[src/rtl/mips_pkg.sv]
// Shared MIPS definitions: HI/LO unit control codes, FSM state encoding and operand helpers.
package mips_pkg;

    localparam logic [3:0] ALU_MULU = 4'b1100;
    localparam logic [3:0] ALU_DIVU = 4'b1101;
    localparam logic [3:0] ALU_MULT = 4'b1110;
    localparam logic [3:0] ALU_DIV  = 4'b1111;

    typedef enum logic [1:0] {
        ST_IDLE = 2'b00,
        ST_PREP = 2'b01,
        ST_CALC = 2'b10,
        ST_FIX  = 2'b11
    } mdState_e;

    function automatic logic [31:0] absVal(input logic [31:0] v, input logic isSigned);
        if (isSigned && v[31]) begin
            return 32'd0 - v;
        end else begin
            return v;
        end
    endfunction

endpackage

[src/rtl/hilo_mul_div_if.sv]
// Issue/readback bus between the EX stage and the HI/LO multiply-divide unit.
interface hilo_mul_div_if;
    logic        start;
    logic [3:0]  con;
    logic [31:0] a;
    logic [31:0] b;
    logic        flush;
    logic        hiloR;
    logic        hiloS;
    logic [31:0] hilo_out;
    logic        busy;
    logic        stall;
    logic        done;
    logic        div_zero;

    modport master (
        output start, con, a, b, flush, hiloR, hiloS,
        input  hilo_out, busy, stall, done, div_zero
    );

    modport slave (
        input  start, con, a, b, flush, hiloR, hiloS,
        output hilo_out, busy, stall, done, div_zero
    );
endinterface

[src/rtl/muldiv_core.sv]
// Iteration datapath: shift-add multiply / restoring divide on a shared 64-bit accumulator.
// acc holds {HI-partial, LO-partial} for multiply and {remainder, quotient} for divide.
module muldiv_core (
    input  logic        clk,
    input  logic        rst_n,
    input  logic        load,
    input  logic        step,
    input  logic        fastLoad,
    input  logic        isDiv,
    input  logic [31:0] opA,
    input  logic [31:0] opB,
    output logic [63:0] acc,
    output logic        last
);
    logic [63:0] acc_r;
    logic [31:0] mcand_r;
    logic [5:0]  cnt_r;
    logic [32:0] mulSum_s;
    logic [63:0] mulNext_s;
    logic [32:0] divShift_s;
    logic [33:0] divTrial_s;
    logic [63:0] divNext_s;

    // Next accumulator value for one multiply step and one divide step
    always_comb begin
        mulSum_s   = {1'b0, acc_r[63:32]} + {1'b0, mcand_r};
        divShift_s = acc_r[63:31];
        divTrial_s = {1'b0, divShift_s} - {2'b00, mcand_r};
        if (acc_r[0]) begin
            mulNext_s = {mulSum_s, acc_r[31:1]};
        end else begin
            mulNext_s = {1'b0, acc_r[63:1]};
        end
        // A clear borrow bit means the divisor fitted into the shifted remainder
        if (!divTrial_s[33]) begin
            divNext_s = {divTrial_s[31:0], acc_r[30:0], 1'b1};
        end else begin
            divNext_s = {divShift_s[31:0], acc_r[30:0], 1'b0};
        end
    end

    // Accumulator, multiplicand/divisor and iteration counter
    always_ff @(posedge clk or negedge rst_n) begin
        if (!rst_n) begin
            acc_r   <= 64'd0;
            mcand_r <= 32'd0;
            cnt_r   <= 6'd0;
        end else if (load) begin
            acc_r   <= {32'd0, opA};
            mcand_r <= opB;
            cnt_r   <= 6'd0;
        end else if (step) begin
            acc_r   <= isDiv ? divNext_s : mulNext_s;
            cnt_r   <= cnt_r + 6'd1;
        end else if (fastLoad) begin
            acc_r   <= 64'(acc_r[31:0]) * 64'(mcand_r);
        end
    end

    assign acc  = acc_r;
    assign last = (cnt_r == 6'd31);

endmodule

[src/rtl/hilo_mul_div.sv]
// MIPS HI/LO multiply/divide unit: FSM, sign handling and HI/LO registers around muldiv_core.
// Define MULDIV_FAST_MUL_EN for a single-cycle multiply (divide stays iterative).
module hilo_mul_div
    import mips_pkg::*;
(
    input  logic          clk,
    input  logic          rst_n,
    hilo_mul_div_if.slave bus
);
    mdState_e    state_r;
    logic [1:0]  op_r;
    logic [31:0] rawA_r;
    logic [31:0] rawB_r;
    logic [31:0] hi_r;
    logic [31:0] lo_r;
    logic        negRes_r;
    logic        negRem_r;
    logic        divZero_r;
    logic        busy_r;
    logic        done_r;
    logic        doneZero_r;
    logic        fastRdy_r;

    logic        isDiv_s;
    logic        isSigned_s;
    logic        fastMul_s;
    logic        load_s;
    logic        step_s;
    logic        fastLoad_s;
    logic        last_s;
    logic [63:0] acc_s;
    logic [63:0] prodFix_s;
    logic [31:0] quoFix_s;
    logic [31:0] remFix_s;

    assign isDiv_s    = op_r[0];
    assign isSigned_s = op_r[1];

`ifdef MULDIV_FAST_MUL_EN
    assign fastMul_s = ~op_r[0];
`else
    assign fastMul_s = 1'b0;
`endif

    muldiv_core u_core (
        .clk      (clk),
        .rst_n    (rst_n),
        .load     (load_s),
        .step     (step_s),
        .fastLoad (fastLoad_s),
        .isDiv    (isDiv_s),
        .opA      (absVal(rawA_r, isSigned_s)),
        .opB      (absVal(rawB_r, isSigned_s)),
        .acc      (acc_s),
        .last     (last_s)
    );

    // Core control decoded from the current state
    always_comb begin
        load_s     = 1'b0;
        step_s     = 1'b0;
        fastLoad_s = 1'b0;
        case (state_r)
            ST_PREP: load_s     = 1'b1;
            ST_CALC: step_s     = 1'b1;
            ST_FIX:  fastLoad_s = fastMul_s & ~fastRdy_r;
            default: load_s     = 1'b0;
        endcase
    end

    // Sign correction of the magnitude result; negation of 0x80000000 wraps to itself
    always_comb begin
        if (negRes_r) begin
            prodFix_s = 64'd0 - acc_s;
            quoFix_s  = 32'd0 - acc_s[31:0];
        end else begin
            prodFix_s = acc_s;
            quoFix_s  = acc_s[31:0];
        end
        if (negRem_r) begin
            remFix_s = 32'd0 - acc_s[63:32];
        end else begin
            remFix_s = acc_s[63:32];
        end
    end

    // Operation FSM with HI/LO write-back and status outputs
    always_ff @(posedge clk or negedge rst_n) begin
        if (!rst_n) begin
            state_r    <= ST_IDLE;
            op_r       <= 2'b00;
            rawA_r     <= 32'd0;
            rawB_r     <= 32'd0;
            hi_r       <= 32'd0;
            lo_r       <= 32'd0;
            negRes_r   <= 1'b0;
            negRem_r   <= 1'b0;
            divZero_r  <= 1'b0;
            busy_r     <= 1'b0;
            done_r     <= 1'b0;
            doneZero_r <= 1'b0;
            fastRdy_r  <= 1'b0;
        end else begin
            done_r     <= 1'b0;
            doneZero_r <= 1'b0;
            if (bus.flush) begin
                state_r   <= ST_IDLE;
                busy_r    <= 1'b0;
                fastRdy_r <= 1'b0;
            end else begin
                case (state_r)
                    ST_IDLE: begin
                        if (bus.start && (bus.con[3:2] == 2'b11)) begin
                            op_r    <= bus.con[1:0];
                            rawA_r  <= bus.a;
                            rawB_r  <= bus.b;
                            busy_r  <= 1'b1;
                            state_r <= ST_PREP;
                        end
                    end
                    ST_PREP: begin
                        negRes_r  <= isSigned_s & (rawA_r[31] ^ rawB_r[31]);
                        negRem_r  <= isSigned_s & rawA_r[31];
                        divZero_r <= isDiv_s & (rawB_r == 32'd0);
                        fastRdy_r <= 1'b0;
                        if ((isDiv_s && (rawB_r == 32'd0)) || fastMul_s) begin
                            state_r <= ST_FIX;
                        end else begin
                            state_r <= ST_CALC;
                        end
                    end
                    ST_CALC: begin
                        if (last_s) begin
                            state_r <= ST_FIX;
                        end
                    end
                    ST_FIX: begin
                        if (fastMul_s && !fastRdy_r) begin
                            fastRdy_r <= 1'b1;
                        end else begin
                            if (divZero_r) begin
                                lo_r <= 32'hFFFF_FFFF;
                                hi_r <= rawA_r;
                            end else if (isDiv_s) begin
                                lo_r <= quoFix_s;
                                hi_r <= remFix_s;
                            end else begin
                                lo_r <= prodFix_s[31:0];
                                hi_r <= prodFix_s[63:32];
                            end
                            done_r     <= 1'b1;
                            doneZero_r <= divZero_r;
                            busy_r     <= 1'b0;
                            state_r    <= ST_IDLE;
                        end
                    end
                    default: begin
                        state_r <= ST_IDLE;
                        busy_r  <= 1'b0;
                    end
                endcase
            end
        end
    end

    assign bus.hilo_out = bus.hiloS ? hi_r : lo_r;
    assign bus.busy     = busy_r;
    assign bus.stall    = busy_r & (bus.hiloR | bus.start);
    assign bus.done     = done_r;
    assign bus.div_zero = doneZero_r;

endmodule

[src/flat_wrapper.sv]
// flat-port wrapper written by rule: the top's interface ports become plain ports
module hilo_mul_div_flat import mips_pkg::*;
  (clk, rst_n, bus_start, bus_con, bus_a, bus_b, bus_flush, bus_hiloR, bus_hiloS, bus_hilo_out, bus_busy, bus_stall, bus_done, bus_div_zero);
  hilo_mul_div_if bus_i ();
  input  logic clk;
  input  logic rst_n;
  input wire logic [$bits(bus_i.start)-1:0] bus_start;
  input wire logic [$bits(bus_i.con)-1:0] bus_con;
  input wire logic [$bits(bus_i.a)-1:0] bus_a;
  input wire logic [$bits(bus_i.b)-1:0] bus_b;
  input wire logic [$bits(bus_i.flush)-1:0] bus_flush;
  input wire logic [$bits(bus_i.hiloR)-1:0] bus_hiloR;
  input wire logic [$bits(bus_i.hiloS)-1:0] bus_hiloS;
  output wire logic [$bits(bus_i.hilo_out)-1:0] bus_hilo_out;
  output wire logic [$bits(bus_i.busy)-1:0] bus_busy;
  output wire logic [$bits(bus_i.stall)-1:0] bus_stall;
  output wire logic [$bits(bus_i.done)-1:0] bus_done;
  output wire logic [$bits(bus_i.div_zero)-1:0] bus_div_zero;
  assign bus_i.start = bus_start;
  assign bus_i.con = bus_con;
  assign bus_i.a = bus_a;
  assign bus_i.b = bus_b;
  assign bus_i.flush = bus_flush;
  assign bus_i.hiloR = bus_hiloR;
  assign bus_i.hiloS = bus_hiloS;
  assign bus_hilo_out = bus_i.hilo_out;
  assign bus_busy = bus_i.busy;
  assign bus_stall = bus_i.stall;
  assign bus_done = bus_i.done;
  assign bus_div_zero = bus_i.div_zero;
  hilo_mul_div u_core (.clk(clk), .rst_n(rst_n), .bus(bus_i));
endmodule
[config.mk]
export PLATFORM = sky130hd
export DESIGN_NAME = hilo_mul_div_flat
export DESIGN_NICKNAME = d
export VERILOG_FILES = /design/src/rtl/mips_pkg.sv /design/src/rtl/hilo_mul_div_if.sv /design/src/rtl/muldiv_core.sv /design/src/rtl/hilo_mul_div.sv /design/src/flat_wrapper.sv
export SDC_FILE = /design/constraint.sdc
export NUM_CORES = 1
export LEC_CHECK = 0
export CORE_UTILIZATION = 40
export DETAILED_ROUTE_END_ITERATION = 10
export GPL_ROUTABILITY_DRIVEN = 1
export PLACE_DENSITY = 0.58
export SLEW_MARGIN = 10
export SYNTH_ARGS = -nofsm -noshare
export SYNTH_HDL_FRONTEND = slang
export SYNTH_SLANG_ARGS = --single-unit
[constraint.sdc]
create_clock -name clk -period 4.1 [get_ports clk]
set_clock_uncertainty 0.2 [all_clocks]
set_input_delay 0.82 -clock clk [delete_from_list [all_inputs] [get_ports clk]]
set_output_delay 0.82 -clock clk [all_outputs]
set_load 0.02 [all_outputs]
==> qor.txt, run 1 <==
status - complete, no violations
Critical Path AT - 4.03 ns
vias in the first global route - 15500
CTS tree - done
crit share post-route - 92.6%
Syn Std Cell Area - 17600 sq um
FP Rows - 76
Setup WS pre-CTS - 0.353 ns
FMAX - 0.263 GHz
Slew HR - 31.5%
cts hold-fix bufs - 0
Crit Path Class - register to register
ANT nets after route - 0
Reg clk slew, reported paths - 0.06 ns
setup TNS - 0 ns
Congestion Overflow GR - 0
initial core utilization - 40.7%
Area Growth Syn to Fin - 15.9%
fin worst setup slack - 0.303 ns
Post-synth top cells - dfrtp_1 (240), a21oi_1 (226), nor2_1 (202)
average vias per placed instance - 5.81
cell taking the most area after synthesis - dfrtp_1
Placer Congestion - 0.939
R2R setup slack - 0.30 ns
Max Root-Sink Buffers - 3
CORE AREA - 43300 sq um
Clk Tree Root Cell - clkbuf_16
HPWL Detailed - 41400 microns
clk_lat worst skew - 0.58 ns
max-cap check violation count - 0
number of flops mapped to enable cells by yosys - 0
slowest CP cell - a2111oi_2
Die Area - 44900 sq um
top_reg_cell synth - dfrtp_1
Slew @ Worst Pin - 1.03 ns
Worst Path Required - 4.34 ns
Post-Syn Instances - 2070
htree depth - 1
worst hold slack - 0.00735 ns
gr usage total - 25.5%
setup bufs post-CTS - 0
Seq cells post-synth - 240
Min Clock Period, post-route - 3.80 ns
DRC - 0
Initial DRC Count - 1329
fraction of layout cells with a size suffix above 1 - 10.5%
reg2reg start - u_core.u_core.mcand_r[0]$_DFFE_PN0P_
Fin. Hold Viols - 0
most frequent cell after synthesis - dfrtp_1
CP Capture Type - register
first-pass GRT wire length - 89600 microns
CTS buffer count - 31
P per Cell Area - 970 nW/um^2
Die Ht - 212 microns
Num Clock Sinks - 240
maximum vdd drop - 428 uV
crit-path max FO - 5
IO Port Bufs - 109
endpoints failing setup - 0
startpoint types - register
post-synth cell types - 87
P_leak - 8.79 nW
ANT cells - 0
asr flop ratio synth - 100%
Yosys warning count - 0
Layout Nets - 2288
Routed WL - 56900 microns
vias - 15900
initial antenna violation count - 0
CP Cell Sequence - ha_1, inv_1, fa_1, nor2b_1, o211ai_1, a2111oi_2, nor3b_2, o31ai_1, a221oi_1, mux2i_1, a2111oi_0, a2bb2oi_1
min-delay worst type - primary input to asynchronous set/reset pin
syn nets - 2220
crit path launch - u_core.u_core.mcand_r[0]$_DFFE_PN0P_
Synth area leaders - dfrtp_1 (34%), a21oi_1 (6.4%), mux2_2 (6.1%)
Die Wd - 212 microns
total iterations of the first detailed-routing run - 8
Seq/Total Area, Yosys - 34.1%
Mean Syn Cell Area - 8.51 sq um
Post-CTS Resized - 0
largest net degree at the start of global routing - 72
# IOs - 110
unrepaired setup endpoints after global routing - false
Synth top area share - 34.1%
routed length per instance - 20.7 microns
CP peak stage delay - 0.53 ns
Slew Limit Fails - 0
==> registers in the layout (all words and copies together), names as in the netlist <==
name                   flops
u_core.bus.busy            1
u_core.bus.div_zero        1
u_core.bus.done            1
u_core.divZero_r           1
u_core.hi_r               32
u_core.lo_r               32
u_core.negRem_r            1
u_core.negRes_r            1
u_core.op_r                2
u_core.rawA_r             32
u_core.rawB_r             32
u_core.state_r             2
u_core.u_core.acc         64
u_core.u_core.cnt_r        6
u_core.u_core.mcand_r     32
==> kinds of logic after synthesis <==
kind of cell / count (synthesis) / share of synthesized area [%]
compound gates: 638 / 22.5
simple gates: 589 / 16.2
flops: 240 / 34.1
buf+inv: 221 / 4.85
xor+xnor: 168 / 8.35
mux: 138 / 8.51
fa+ha+maj: 76 / 5.48
==> worst paths after layout <==
path                                                          end  cells after the start
worst max-delay path            u_core.u_core.acc[57]$_DFFE_PN0P_                     12
worst min-delay path                u_core.bus.div_zero$_DFF_PN0_                      1
worst max register to register  u_core.u_core.acc[57]$_DFFE_PN0P_                     12
worst min register to register        u_core.hi_r[25]$_DFFE_PN0P_                      2
max in group asynchronous           u_core.rawA_r[12]$_DFFE_PN0P_                      2
min in group clk                      u_core.hi_r[25]$_DFFE_PN0P_                      2
==> placed cells by master (no fill, tap or decap), types with 7 or more instances in the layout <==
cell type        instances
nor2b_1                 22
nor3_1                  39
xor2_1                  78
dfrtp_1                239
a211oi_1                31
o31ai_1                 21
nand2b_1                12
o31a_1                   8
mux2i_1                 43
mux2_2                  95
nor4_1                  14
a21o_1                  36
clkbuf_16               31
o41ai_1                  9
o32ai_1                 13
clkdlybuf4s50_1        108
and3_1                  28
and2_1                  10
nand3b_1                 7
nor2_1                 201
nand4_1                 15
buf_4                   53
o21ai_1                 11
clkbuf_1                10
nand3_1                 36
ha_1                    73
xnor2_1                 90
inv_1                   88
a31oi_1                 32
a21oi_1                226
o211ai_1                21
nand2_1                143
o21ai_0                141
or4_1                   14
o21a_1                  15
or3_1                   16
==> metrics by stage <==
step | utilization, % | power [mW] | cell area, sq um | std cells
2_1_floorplan | - | 13.2 | 17600 | 2070
6_report | 47.2 | 19.8 | 20400 | 2743
5_1_grt | 47.2 | 21.3 | 20400 | 2743
3_5_place_dp | 44.9 | 16.8 | 19400 | 2690
3_3_place_gp | 44.9 | 16.7 | 19400 | 2690
4_1_cts | 47.2 | 19.7 | 20400 | 2743
==> layer usage <==
layer	up-vias	track usage, %	share of wire [%]	wire, microns
met5	-	0	0	0
met4	0	7.30	2.6	1470
met3	92	3.59	6.0	3430
met2	521	41.2	46	26000
met1	7700	35.2	46	25900
li1	7621	-	-	-
==> power by group <==
part	internal [mW]	leakage (nW)	switching [mW]	total [mW]
clock	1.69	0.489	1.09	2.77
sequential	3.41	3.00	1.54	4.95
combinational	4.95	5.30	7.15	12.1
==> critical path, delay by kind of cell, from the launching register on <==
family,cells,cell delay (ns)
fa+ha+maj,2,0.59
buf+inv,1,0.06
flops,1,0.36
compound gates,6,1.88
mux,1,0.15
simple gates,2,0.41
==> cell type report <==
cell class / instances / area (sq um)
clock buffer: 44 / 855
clock inverter: 9 / 159
fill: 4230 / 22800
inverter: 91 / 342
multi-input combinational: 1609 / 10800
sequential: 240 / 6010
tap: 585 / 732
timing repair buffer: 165 / 1550
(Power assumes the default switching activity.)
==> run 2: changes to the inputs <==
--- a/config.mk
+++ b/config.mk
@@ -5,10 +5,10 @@
 export SDC_FILE = /design/constraint.sdc
 export NUM_CORES = 1
 export LEC_CHECK = 0
-export CORE_UTILIZATION = 40
+export CORE_UTILIZATION = 60
 export DETAILED_ROUTE_END_ITERATION = 10
 export GPL_ROUTABILITY_DRIVEN = 1
-export PLACE_DENSITY = 0.58
+export PLACE_DENSITY = 0.81
 export SLEW_MARGIN = 10
 export SYNTH_ARGS = -nofsm -noshare
 export SYNTH_HDL_FRONTEND = slang
==> qor.txt, run 2 (synthesized netlist as in run 1, its figures left out) <==
status - complete, no violations
vias - 16600
CORE AREA - 28800 sq um
CP Capture Type - register
placed insts - 2487
Die Ht - 173 microns
FMAX - 0.262 GHz
Crit Path Class - register to register
Slew HR - 31.0%
P per Cell Area - 990 nW/um^2
vias in the first global route - 16100
initial antenna violation count - 0
Initial DRC Count - 1915
cts hold-fix bufs - 0
Placer Congestion - 1.01
crit share post-route - 93.1%
average vias per placed instance - 6.54
Clk Tree Root Cell - clkbuf_16
FP Rows - 62
end point of the critical path - u_core.u_core.acc[62]$_DFFE_PN0P_
Worst Path Required - 4.36 ns
setup TNS - 0 ns
max-cap check violation count - 0
total iterations of the first detailed-routing run - 7
IO Port Bufs - 109
setup bufs post-CTS - 0
initial core utilization - 61.2%
clk_lat worst skew - 0.59 ns
ANT cells - 0
Reg clk slew, reported paths - 0.07 ns
Largest register FFs - 64
Die Wd - 173 microns
register area - 6010 sq um
fraction of layout cells with a size suffix above 1 - 10.8%
ANT nets after route - 0
Multi-input gate area - 10800 sq um
CTS tree - done
crit path launch - u_core.u_core.acc[31]$_DFFE_PN0P_
endpoints failing setup - 0
Fillers - 2265
Slew Limit Fails - 0
most used cells in the layout excluding fill and tap cells - dfrtp_1 (239), a21oi_1 (226), nor2_1 (200)
Routed WL - 55600 microns
Critical Path AT - 4.07 ns
first-pass GRT wire length - 88600 microns
min-delay worst type - primary input to asynchronous set/reset pin
Post-CTS Resized - 0
Max Root-Sink Buffers - 3
gr usage total - 37.1%
maximum vdd drop - 612 uV
P_leak - 8.78 nW
htree depth - 1
HPWL Detailed - 39600 microns
startpoint types - register
Area Growth Syn to Fin - 14.5%
R2R setup slack - 0.28 ns
unrepaired setup endpoints after global routing - false
Critical R2R Capture - u_core.u_core.acc[62]$_DFFE_PN0P_
routed length per instance - 21.9 microns
commonest non-fill, non-tap cell in the layout - dfrtp_1
Fin. Hold Viols - 0
crit-path max FO - 6
CTS buffer count - 28
Slew @ Worst Pin - 1.03 ns
Num Clock Sinks - 240
Min Clock Period, post-route - 3.82 ns
Die Area - 30100 sq um
Worst Reg-to-Reg Cells - 13
Final Non-Filler Cells - 2538
largest net degree at the start of global routing - 99
Layout Nets - 2283
reg2reg start - u_core.u_core.acc[31]$_DFFE_PN0P_
# IOs - 110
worst hold slack - 0.0298 ns
Congestion Overflow GR - 0
DRC - 0
-- run 2: cell types whose count changed in the layout (fill, tap and decap cells not counted), moves of 2 or more --
cell	delta
clkinvlp_4	+4
clkinv_2	+2
buf_4	-4
buf_12	+2
clkbuf_1	-8
clkbuf_16	-3
clkinv_4	+2
-- run 2: worst max-delay path: stages (launching register included) --
cell	delay, ns
dfrtp_1	0.42
inv_1	0.15
ha_1	0.19
inv_1	0.05
fa_1	0.39
a21o_1	0.19
a21oi_1	0.20
o21ai_0	0.26
a221o_1	0.48
o221ai_1	0.35
o41ai_1	0.17
a221oi_1	0.34
xor2_1	0.19
a21oi_1	0.08
-- run 2: area by class of cell --
type	count	area share, %
Clock inverter	17	1.18
Tap cell	384	2.38
Sequential cell	240	29.8
Multi-Input combinational cell	1609	53.4
Clock buffer	34	3.78
Inverter	91	1.69
Timing Repair Buffer	163	7.75
-- run 2: report_power, final --
part | total, mW | switching [mW] | internal [mW]
logic | 12.4 | 7.42 | 4.99
clock network | 2.72 | 1.12 | 1.59
registers | 4.86 | 1.45 | 3.41
-- run 2: routing by layer --
layer	track usage [%]	wire (microns)	up-vias	part of all wire [%]
li1	-	-	7591	-
met1	52.4	23900	8014	43
met2	57.1	24600	849	44
met3	6.01	4970	151	8.9
met4	14.3	2090	0	3.8
met5	0	0	-	0
-- run 2: worst min-delay path by stage --
stage / startpoint / end / slack [ns] / depth (start not counted)
after CTS: rst_n / u_core.lo_r[22]$_DFFE_PN0P_ / 0.06 / 1
after floorplan: u_core.lo_r[0]$_DFFE_PN0P_ / u_core.lo_r[0]$_DFFE_PN0P_ / 0.23 / 2
final: rst_n / u_core.u_core.acc[19]$_DFFE_PN0P_ / 0.03 / 1
after global routing: rst_n / u_core.lo_r[22]$_DFFE_PN0P_ / 0.09 / 1
after global placement: u_core.hi_r[1]$_DFFE_PN0P_ / u_core.hi_r[1]$_DFFE_PN0P_ / 0.27 / 1
after detailed placement: u_core.hi_r[20]$_DFFE_PN0P_ / u_core.hi_r[20]$_DFFE_PN0P_ / 0.27 / 2
-- run 2: per-stage QoR --
step	power (mW)	utilization (%)	worst slack (ns)	area, sq um
final	20.0	70.1	0.282	20200
after global routing	21.2	70.1	0.0367	20200
after CTS	19.7	70.1	0.346	20200
after detailed placement	16.8	66.6	0.372	19200
after global placement	16.6	66.6	0.444	19200
after floorplan	13.2	-	0.813	17600
==> patch, RTL diff (config.mk and constraints of run 1) <==
Re-encode `mdState_e` (4 states) as Gray code, 2 bits wide.
--- a/src/rtl/mips_pkg.sv
+++ b/src/rtl/mips_pkg.sv
@@ -11,4 +11,4 @@
         ST_PREP = 2'b01,
-        ST_CALC = 2'b10,
-        ST_FIX  = 2'b11
+        ST_CALC = 2'b11,
+        ST_FIX  = 2'b10
     } mdState_e;
Formal check against the unedited RTL: no difference found for any inputs over 4 cycles, from zero or initial values and one cycle with rst_n low; so few cycles prove little.
==> patch against run 1 <==
Routed wire length is 2.8% lower; sequential cell count stayed put; cell area is 1.8% lower; count of clock-buffer cells in the layout is 6 lower; synthesized area is 2.4% lower; utilization is 0.39 points higher; worst setup slack better by 0.079 ns; via count is 3.1% lower; sequential share of layout area is 0.56 points higher; largest cell class unchanged.
Power is not compared: it rests on default switching activity, and its combinational part moved more than twofold at a synthesized area within 25%.
==> patch: results (changes against run 1) <==
[metrics] gate count after technology mapping: 2020 (-2.4%)
[metrics] top cells by area, synth: dfrtp_1, mux2_2, xnor2_1
[metrics] final layout net count: 2248 (-1.7%)
[metrics] final instance count without filler cells: 2659 (-3.1%)
[metrics] Final GP Congestion: 0.897 (-4.5%)
[metrics] Crit path arrival time: 3.98 ns (-0.05 ns)
[metrics] Yosys warning total: 0 (unchanged)
[metrics] flip-flop cell with the highest count after synthesis: dfrtp_1
[metrics] Cell Area, Placed: 19100 µm² (-1.7%)
[metrics] wire length after detailed routing: 55300 µm (-2.8%)
[metrics] post-synth design cell area: 17200 µm² (-2.4%)
[metrics] post-CTS resize count: 0 (unchanged)
[metrics] Largest register FFs: 64 (unchanged)
[metrics] count of buffers added by post-CTS timing repair for setup: 0 (unchanged)
[metrics] worst-path fanout max: 3 (-2)
[metrics] number of antenna violations at the first check in global routing: 1 (+1)
[metrics] Setup WS pre-CTS: 0.465 ns (+0.112 ns)
[metrics] largest buffer count on any clock path: 3 (unchanged)
[metrics] CTS root buffer: clkbuf_16
[metrics] R2R Path Start: u_core.u_core.acc[31]$_DFFE_PN0N_
[metrics] library cell contributing the largest single delay on the critical path: a2111oi_0
[metrics] quantity of I/O buffers inserted on ports: 109 (unchanged)
[metrics] number of global-route vias before repair: 15.2k (-1.9%)
[metrics] Placed Instances: 2612 (-2.9%)
[metrics] overall global routing resource usage: 0.253 (-0.00135)
[metrics] post-synthesis async set-or-reset flop share: 1.00 (unchanged)
[metrics] clock input transition at the sequential cells of the worst setup and hold paths: 0.06 ns (about the same)
[metrics] global-route wire length before repair: 87700 µm (-2.1%)
[metrics] total via count in the routed design: 15.4k (-3.1%)
[metrics] class of the most critical hold timing path: in -> async
[metrics] pin count of the biggest net entering global routing: 100 (+39%)
[metrics] number of DRC violations after detailed-routing iteration 0: 1349 (+1.5%)
[metrics] depth of the CTS H-tree: 1 (unchanged)
[metrics] sequential fraction of the synthesis area: 0.349 (+0.00845)
[metrics] share of cells above drive strength 1: 0.109 (+0.00377)
[metrics] ANT cells: 0 (unchanged)
[metrics] outcome: finished clean
[metrics] total CTS buffers: 28 (-9.7%)
[metrics] IR drop worst, VDD: 0.312 mV
[metrics] post-synth net total: 2165 (-2.5%)
[metrics] Total Negative Setup Slacks: 0 ns (unchanged)
[metrics] Yosys cell types: 72 (-17%)
[metrics] clock insertion delay at the later pin of the skew report: roughly 0.59 ns
[metrics] Static Leakage: between 8 and 9 nW
[metrics] detailed placement HPWL: 41900 µm (+1.2%)
[metrics] number of detailed-routing iterations run before antenna repair: 5 (-3)
[metrics] worst stage delay on the critical path: 0.46 ns (-0.07 ns)
[metrics] slew at the pin closest to its max-slew limit: 0.825 ns (-0.203 ns)
[metrics] crit path kind: reg -> reg
[metrics] most instantiated cells after synthesis: dfrtp_1, o21ai_0, nand2_1
patch: changes by cell type after synthesis, moves of 12 or more:
cell / before / now
a21oi_1: 226 / 175
a31oi_1: 32 / 16
inv_1: 89 / 110
mux2i_1: 43 / 31
nand2_1: 143 / 180
nor2_1: 202 / 154
nor2b_1: 22 / 9
o211ai_1: 21 / 71
o21ai_0: 141 / 198
xnor2_1: 90 / 119
xor2_1: 78 / 55
patch: stage by stage:
step                hold WS [ns]   util
finish                    0.0576  0.476
global route               0.117  0.476
CTS                       0.0995  0.476
detailed placement         0.268  0.453
global placement           0.271  0.453
floorplan                  0.244      -
patch: report_power, final:
group	switching [mW]	leakage [nW]	total (mW)	internal [mW]
Clock	1.05	0.479	2.66	1.61
Sequential	0.877	3.01	3.95	3.07
Combinational	3.09	4.95	5.37	2.28
patch: layout make-up:
type | instances | area [µm²]
clock buffer | 38 | 798
clock inverter | 9 | 176
fill | 4120 | 22100
inverter | 112 | 420
multi-input combinational | 1550 | 10300
sequential | 240 | 6010
tap | 539 | 674
timing repair buffer | 171 | 1640
patch: path summary, 6_finish.rpt:
path | depth (start not counted) | slack, ns | end
worst max-delay path | 14 | 0.38 | u_core.u_core.acc[60]$_DFFE_PN0N_
worst min register to register | 2 | 0.28 | u_core.hi_r[3]$_DFFE_PN0P_
worst min-delay path | 1 | 0.06 | u_core.bus.done$_DFF_PN0_
max in group asynchronous | 2 | 2.71 | u_core.rawB_r[23]$_DFFE_PN0P_
worst max register to register | 14 | 0.38 | u_core.u_core.acc[60]$_DFFE_PN0N_
min in group clk | 2 | 0.28 | u_core.hi_r[3]$_DFFE_PN0P_
patch: routing by layer:
layer	routed length, µm	vias up	share of wire	global-route usage
li1	-	7433	-	-
met1	24000	7476	0.43	0.334
met2	26900	432	0.49	0.439
met3	2500	96	0.045	0.0238
met4	1830	0	0.033	0.0778
met5	0	-	0	0
patch: logic make-up after synthesis:
family | Yosys count | synth area share
AO/OA/AOI/OAI | 649 | 0.234
AND/OR/NAND/NOR | 525 | 0.142
flip-flops | 240 | 0.349
buffers and inverters | 230 | 0.0506
XOR/XNOR | 174 | 0.0886
multiplexers | 131 | 0.0837
adder cells (fa/ha/maj) | 71 | 0.0525
patch: worst max-delay path: cells and delay by family (launching register included):
family,cells,cell delay (ns)
XOR/XNOR,1,0.15
adder cells (fa/ha/maj),2,0.64
buffers and inverters,3,0.32
AO/OA/AOI/OAI,6,1.67
flip-flops,1,0.38
multiplexers,1,0.11
AND/OR/NAND/NOR,1,0.13
